===== src/rtl/ysyx_25040105_lsu_pkg.sv =====
// ysyx_25040105_lsu_pkg
//   Shared definitions for the load/store unit:
//   - RV32I funct3 codes for loads and stores
//   - 2-bit FSM state encoding
//   - helper that turns a byte offset into a bit shift amount
package ysyx_25040105_lsu_pkg;

    localparam logic [2:0] LB  = 3'b000;
    localparam logic [2:0] LH  = 3'b001;
    localparam logic [2:0] LW  = 3'b010;
    localparam logic [2:0] LBU = 3'b100;
    localparam logic [2:0] LHU = 3'b101;
    localparam logic [2:0] SB  = 3'b000;
    localparam logic [2:0] SH  = 3'b001;
    localparam logic [2:0] SW  = 3'b010;

    typedef enum logic [1:0] {
        ST_IDLE     = 2'b00,
        ST_REQ      = 2'b01,
        ST_WAIT_RSP = 2'b10,
        ST_DONE     = 2'b11
    } lsu_state_e;

    // Byte offset within a word -> shift amount in bits.
    function automatic logic [4:0] lane_shift(input logic [1:0] byte_off);
        return {byte_off, 3'b000};
    endfunction

endpackage


===== src/rtl/ysyx_25040105_lsu_align.sv =====
// ysyx_25040105_lsu_align
//   Combinational byte-lane logic for the LSU.
//   Ports:
//     funct3    in   3   memory op funct3
//     is_store  in   1   1 = store encoding, 0 = load encoding
//     addr_lo   in   2   address byte offset
//     wdata     in   32  store data (unshifted)
//     rdata     in   32  raw memory read word
//     wmask     out  4   byte enables for stores
//     wdata_sh  out  32  store data moved onto its byte lane
//     load_data out  32  extracted and extended load value
//     misalign  out  1   access misaligned or funct3 not legal for the op
module ysyx_25040105_lsu_align
    import ysyx_25040105_lsu_pkg::*;
(
    input  logic [2:0]  funct3,
    input  logic        is_store,
    input  logic [1:0]  addr_lo,
    input  logic [31:0] wdata,
    input  logic [31:0] rdata,
    output logic [3:0]  wmask,
    output logic [31:0] wdata_sh,
    output logic [31:0] load_data,
    output logic        misalign
);

    logic [4:0]  shamt;
    logic [31:0] lane;

    assign shamt    = lane_shift(addr_lo);
    assign wdata_sh = wdata << shamt;
    assign lane     = rdata >> shamt;

    always_comb begin
        wmask     = 4'b0000;
        load_data = 32'd0;
        misalign  = 1'b0;
        if (is_store) begin
            case (funct3)
                SB: wmask = 4'b0001 << addr_lo;
                SH: begin
                    wmask    = 4'b0011 << addr_lo;
                    misalign = addr_lo[0];
                end
                SW: begin
                    wmask    = 4'b1111;
                    misalign = |addr_lo;
                end
                // Unknown store encodings are reported the same way as misalignment.
                default: misalign = 1'b1;
            endcase
        end else begin
            case (funct3)
                LB:  load_data = {{24{lane[7]}}, lane[7:0]};
                LH: begin
                    load_data = {{16{lane[15]}}, lane[15:0]};
                    misalign  = addr_lo[0];
                end
                LW: begin
                    load_data = lane;
                    misalign  = |addr_lo;
                end
                LBU: load_data = {24'd0, lane[7:0]};
                LHU: begin
                    load_data = {16'd0, lane[15:0]};
                    misalign  = addr_lo[0];
                end
                default: misalign = 1'b1;
            endcase
        end
    end

endmodule


===== src/rtl/ysyx_25040105_lsu.sv =====
// ysyx_25040105_lsu
//   Multi-cycle load/store unit between EXU and writeback. Accepts one op per
//   in_valid/in_ready handshake, issues at most one 32-bit memory request, and
//   presents the writeback result until out_ready.
//   Ports:
//     clk, rst                        clock, synchronous active-high reset
//     in_*                            EXU result (valid/ready handshake)
//     out_*                           writeback result (valid/ready handshake)
//     mem_req_*                       memory request channel (valid/ready)
//     mem_rsp_valid, mem_rsp_rdata    memory response, one beat per request
//   TIMEOUT_CYCLES: max wait per memory phase before reporting an error; 0 disables.
module ysyx_25040105_lsu
    import ysyx_25040105_lsu_pkg::*;
#(
    parameter int unsigned TIMEOUT_CYCLES = 1023
) (
    input  logic        clk,
    input  logic        rst,
    input  logic        in_valid,
    output logic        in_ready,
    input  logic        in_is_load,
    input  logic        in_is_store,
    input  logic [2:0]  in_funct3,
    input  logic [31:0] in_addr,
    input  logic [31:0] in_wdata,
    input  logic [4:0]  in_rd,
    input  logic        in_reg_wen,
    output logic        out_valid,
    input  logic        out_ready,
    output logic [4:0]  out_rd,
    output logic        out_wen,
    output logic [31:0] out_wdata,
    output logic        out_err,
    output logic        mem_req_valid,
    input  logic        mem_req_ready,
    output logic        mem_req_wen,
    output logic [31:0] mem_req_addr,
    output logic [31:0] mem_req_wdata,
    output logic [3:0]  mem_req_wmask,
    input  logic        mem_rsp_valid,
    input  logic [31:0] mem_rsp_rdata
);

    lsu_state_e  state_q;
    logic [2:0]  funct3_q;
    logic [1:0]  addr_lo_q;
    logic        is_load_q;
    logic        is_store_q;
    logic        reg_wen_q;
    logic [31:0] cnt_q;
    logic [31:0] cnt_d;

    logic [4:0]  out_rd_q;
    logic        out_wen_q;
    logic [31:0] out_wdata_q;
    logic        out_err_q;
    logic        mem_req_wen_q;
    logic [31:0] mem_req_addr_q;
    logic [31:0] mem_req_wdata_q;
    logic [3:0]  mem_req_wmask_q;

    // The aligner sees live inputs while idle (to decide misalignment and
    // build the request) and the latched op afterwards (to extend read data).
    logic        in_idle;
    logic [2:0]  al_funct3;
    logic        al_is_store;
    logic [1:0]  al_addr_lo;
    logic [3:0]  al_wmask;
    logic [31:0] al_wdata_sh;
    logic [31:0] al_load_data;
    logic        al_misalign;

    assign in_idle     = (state_q == ST_IDLE);
    assign al_funct3   = in_idle ? in_funct3   : funct3_q;
    assign al_is_store = in_idle ? in_is_store : is_store_q;
    assign al_addr_lo  = in_idle ? in_addr[1:0] : addr_lo_q;

    ysyx_25040105_lsu_align u_align (
        .funct3    (al_funct3),
        .is_store  (al_is_store),
        .addr_lo   (al_addr_lo),
        .wdata     (in_wdata),
        .rdata     (mem_rsp_rdata),
        .wmask     (al_wmask),
        .wdata_sh  (al_wdata_sh),
        .load_data (al_load_data),
        .misalign  (al_misalign)
    );

    // Timeout fires on the cycle that would be the TIMEOUT_CYCLES-th wait cycle.
    logic timeout_hit;
    assign timeout_hit = (TIMEOUT_CYCLES != 0) && (cnt_q == 32'(TIMEOUT_CYCLES - 1));
    assign cnt_d       = cnt_q + 32'd1;

    always_ff @(posedge clk) begin
        if (rst) begin
            state_q         <= ST_IDLE;
            funct3_q        <= 3'd0;
            addr_lo_q       <= 2'd0;
            is_load_q       <= 1'b0;
            is_store_q      <= 1'b0;
            reg_wen_q       <= 1'b0;
            cnt_q           <= 32'd0;
            out_rd_q        <= 5'd0;
            out_wen_q       <= 1'b0;
            out_wdata_q     <= 32'd0;
            out_err_q       <= 1'b0;
            mem_req_wen_q   <= 1'b0;
            mem_req_addr_q  <= 32'd0;
            mem_req_wdata_q <= 32'd0;
            mem_req_wmask_q <= 4'd0;
        end else begin
            case (state_q)
                ST_IDLE: begin
                    if (in_valid) begin
                        funct3_q   <= in_funct3;
                        addr_lo_q  <= in_addr[1:0];
                        is_load_q  <= in_is_load;
                        is_store_q <= in_is_store;
                        reg_wen_q  <= in_reg_wen;
                        out_rd_q   <= in_rd;
                        if (!(in_is_load || in_is_store)) begin
                            state_q     <= ST_DONE;
                            out_wdata_q <= in_wdata;
                            out_wen_q   <= in_reg_wen && (in_rd != 5'd0);
                            out_err_q   <= 1'b0;
                        end else if (al_misalign) begin
                            state_q     <= ST_DONE;
                            out_wdata_q <= 32'd0;
                            out_wen_q   <= 1'b0;
                            out_err_q   <= 1'b1;
                        end else begin
                            state_q         <= ST_REQ;
                            cnt_q           <= 32'd0;
                            mem_req_wen_q   <= in_is_store;
                            mem_req_addr_q  <= {in_addr[31:2], 2'b00};
                            mem_req_wdata_q <= in_is_store ? al_wdata_sh : 32'd0;
                            mem_req_wmask_q <= in_is_store ? al_wmask : 4'b0000;
                        end
                    end
                end
                ST_REQ: begin
                    if (mem_req_ready) begin
                        state_q <= ST_WAIT_RSP;
                        cnt_q   <= 32'd0;
                    end else if (timeout_hit) begin
                        state_q     <= ST_DONE;
                        out_wdata_q <= 32'd0;
                        out_wen_q   <= 1'b0;
                        out_err_q   <= 1'b1;
                    end else begin
                        cnt_q <= cnt_d;
                    end
                end
                ST_WAIT_RSP: begin
                    if (mem_rsp_valid) begin
                        state_q   <= ST_DONE;
                        out_err_q <= 1'b0;
                        if (is_load_q) begin
                            out_wdata_q <= al_load_data;
                            out_wen_q   <= reg_wen_q && (out_rd_q != 5'd0);
                        end else begin
                            out_wdata_q <= 32'd0;
                            out_wen_q   <= 1'b0;
                        end
                    end else if (timeout_hit) begin
                        state_q     <= ST_DONE;
                        out_wdata_q <= 32'd0;
                        out_wen_q   <= 1'b0;
                        out_err_q   <= 1'b1;
                    end else begin
                        cnt_q <= cnt_d;
                    end
                end
                ST_DONE: begin
                    if (out_ready) begin
                        state_q <= ST_IDLE;
                    end
                end
                default: state_q <= ST_IDLE;
            endcase
        end
    end

    assign in_ready      = in_idle;
    assign out_valid     = (state_q == ST_DONE);
    assign out_rd        = out_rd_q;
    assign out_wen       = out_wen_q;
    assign out_wdata     = out_wdata_q;
    assign out_err       = out_err_q;
    assign mem_req_valid = (state_q == ST_REQ);
    assign mem_req_wen   = mem_req_wen_q;
    assign mem_req_addr  = mem_req_addr_q;
    assign mem_req_wdata = mem_req_wdata_q;
    assign mem_req_wmask = mem_req_wmask_q;

endmodule

===== config.mk =====
export PLATFORM = sky130hd
export DESIGN_NAME = ysyx_25040105_lsu
export DESIGN_NICKNAME = d
export VERILOG_FILES = /design/src/rtl/ysyx_25040105_lsu_pkg.sv /design/src/rtl/ysyx_25040105_lsu_align.sv /design/src/rtl/ysyx_25040105_lsu.sv
export SDC_FILE = /design/constraint.sdc
export NUM_CORES = 1
export LEC_CHECK = 0
export CORE_MARGIN = 2
export CORE_UTILIZATION = 42
export DETAILED_ROUTE_END_ITERATION = 6
export DONT_BUFFER_PORTS = 1
export PLACE_DENSITY = 0.53
export SLEW_MARGIN = 0
export SYNTH_ARGS = -nofsm -noshare
export SYNTH_HDL_FRONTEND = slang
export SYNTH_HIERARCHICAL = 1
export SYNTH_SLANG_ARGS = --single-unit

===== constraint.sdc =====
create_clock -name clk -period 10.3 [get_ports clk]
set_input_delay 2.06 -clock clk [delete_from_list [all_inputs] [get_ports clk]]
set_output_delay 2.06 -clock clk [all_outputs]
set_load 0.005 [all_outputs]

==> flow_summary.toml <==
[layout]
nFillCells = 1900
register_area_mm2 = 0.00296
multi_input_area_mm2 = 0.00466
nets = 1066
drive_gt1_share_pct = 8.23
final_cell_mix = "148 x nand2_1, 148 x dfxtp_1, 144 x a21oi_1"
final_area_mm2 = 0.00859
areaGrowthSynthToFinish_pct = 6.60
diodes = 0

[sta]
finalCriticalPeriod_ns = 5.40
relSlewSlack_pct = 15.4
setup_viol = 0
setup_slack_ns = 4.90
timing.final.crit_share_pct = 52.4
max_freq_ghz = 0.185
hold_viol_final = 0
tns_ns = 0
hold_ws_ns = 0.451
worst_pin_slew_ns = 1.26
maxSlewViolCount = 0
fin_worst_skew_ns = 0.00882
rsz0062_at_grt = "false"

[grt]
grt_pass1_wl_mm = 39.9
antenna_found_initial = 0
grt_overflow_total = 0
grt_usage_pct = 25.1
grt_pass1_vias = 6793
grt_max_degree = 116

[floorplanning]
io_pins = 224
die_y_um = 143
die-width_um = 143
core_area_mm2 = 0.0188
initial_core_util_pct = 42.9
row_count = 50
die_area_mm2 = 0.0203

[pwr]
pwr-share-seq_pct = 30.6
irDropWorstVdd_v = 0.000125
p_comb_share_pct = 42.3
p_sw_mw = 0.983
power.leakage_nw = 2.76
total_power_mw = 2.27
cell_internal_pwr_mw = 1.28
power_density_mw_per_mm2 = 264
switching_share_pct = 43.4
p_clk_share_pct = 27.1

[min_path]
hp-class = "reg -> reg"
worstHoldPathCells = 2

[run]
max_cap_violations = 0

[synthesis]
yosysSeqAreaShare_pct = 36.8
yosys_warnings = 6
yosysUniqueCellTypes = 72
ys_ff_latch = 148
synth_area_leaders = "dfxtp_1 37%, a21oi_1 9.0%, nand2_1 6.9%"
synth_top_cell_by_area = "dfxtp_1"
synth_top_area_share_pct = 36.8
syn_inst = 1013
synth-edff-count = 0
synthFlopType = "dfxtp_1"
synthesis.area_mm2 = 0.00806
synthArstFlopShare_pct = 0
syn_avg_cell_area_um2 = 7.96

[cts]
cts.sink_count = 148
insertion_delay_ns = 0.43
postCtsHoldBufs = 0
cts_tree = "built"
cts_buffers = 17
postCtsSetupBuffers = 0
cts_root_buffer = "clkbuf_16"
cts_htree_levels = 4
cts_max_path_buffers = 2
clkTransAtPathRegs_ns = 0.07
cts_resized = 0

[worst_setup_path]
cpMaxStageDelayCell = "a21boi_2"
critPathMaxFanout = 73
end_kind = "flop"
start_kind = "input port"
worst-setup-path-type = "in -> reg"
cp_slowest_stage_delay_ns = 0.98
path_cells = "mux2_2, buf_4, nor4_1, a21oi_1, o21bai_1, a21boi_2, nor2_1, and3_1, a221o_1"
ff2ff_path_depth = 11
arrival_ns = 5.71
cp_data_required_time_ns = 10.61

[detailed_routing]
ant_nets = 0
drt-total-wl_mm = 26.0
drt_first_iter_violations = 540
routedWlPerCell_um = 21.8
via_per_inst = 6.14
vias = 7334
dr.pass1.iters = 5
drcViolationCount = 0

[placement]
pre_cts_ws_ns = 4.54
placed_cell_area_mm2 = 0.00802
io_buffers = 0
gp_congestion = 0.822
place_hpwl_mm = 17.9

[outcome]
status = "finished clean"
## cell families after synthesis
family,after synthesis,share of synthesized area [%]
buf+inv,106,5.90
other cells,1,0.0465
flops,148,36.8
compound gates,323,26.3
simple gates,375,23.2
xor+xnor,13,1.41
fa+ha+maj,6,0.932
mux,41,5.36
## per-layer routing
layer | global-route usage (%) | wire length, µm | up-vias
met5 | 0 | 0 | -
met4 | 7.56 | 452 | 0
met3 | 9.76 | 2650 | 25
met2 | 35.8 | 11100 | 284
met1 | 34.7 | 11800 | 3434
li1 | - | - | 3591
## path summary, 6_finish.rpt
path	start	end	slack, ns
worst min register to register	funct3_q[2]	funct3_q[2]	0.45
worst max register to register	state_q[0]	out_wdata[5]	5.30
worst max-delay path	in_addr[0]	out_wdata[5]	4.90
worst min-delay path	funct3_q[2]	funct3_q[2]	0.45
## synthesized netlist by cell type, types with 12 or more instances
| master | count |
|---|---|
| nand2_1 | 149 |
| dfxtp_1 | 148 |
| a21oi_1 | 145 |
| clkbuf_1 | 58 |
| nand3_1 | 50 |
| o21ai_0 | 45 |
| nand4_1 | 40 |
| nor2_1 | 34 |
| mux2i_1 | 33 |
| a221o_1 | 29 |
| a211oi_1 | 23 |
| nor2b_1 | 21 |
| o21ai_1 | 16 |
| buf_2 | 14 |
| nor4_1 | 14 |
| and2_1 | 12 |
| inv_1 | 12 |
| or4_1 | 12 |
## flip-flops by register name, summed over array words and instances (netlist names)
| name | count |
|---|---|
| reg_wen_q | 1 |
| out_rd | 5 |
| mem_req_wmask | 4 |
| cnt_q | 32 |
| is_store_q | 1 |
| out_wdata | 32 |
| addr_lo_q | 2 |
| is_load_q | 1 |
| mem_req_wen | 1 |
| mem_req_addr | 30 |
| out_wen | 1 |
| out_err | 1 |
| mem_req_wdata | 32 |
| funct3_q | 3 |
| state_q | 2 |
## power groups by stage
| stage | logic (mW) | registers, mW | clock network [mW] |
|---|---|---|---|
| floorplan | 0.783 | 0.688 | 0 |
| global placement | 0.947 | 0.708 | 0 |
| detailed placement | 0.948 | 0.707 | 0 |
| CTS | 0.950 | 0.695 | 0.624 |
| global route | 1.05 | 0.703 | 0.647 |
| finish | 0.959 | 0.695 | 0.614 |
## per-stage QoR
| step | cells | utilization, % |
|---|---|---|
| 4_1_cts | 1194 | 45.8 |
| 2_1_floorplan | 1014 | - |
| 5_1_grt | 1194 | 45.8 |
| 3_5_place_dp | 1162 | 42.7 |
| 3_3_place_gp | 1162 | 42.7 |
| 6_report | 1194 | 45.8 |
## layout make-up
cell class	count	area share (%)
clock inverter	14	1.63
timing repair buffer	8	0.699
sequential	148	34.5
inverter	12	0.524
tap	234	3.41
multi-input combinational	760	54.3
clock buffer	18	5.00
## worst max-delay path: cells and delay by family
kind            cells  cell delay (ns)
compound gates      4             1.85
buf+inv             1             0.34
simple gates        3             1.17
mux                 1             0.24
(Power assumes the default switching activity.)
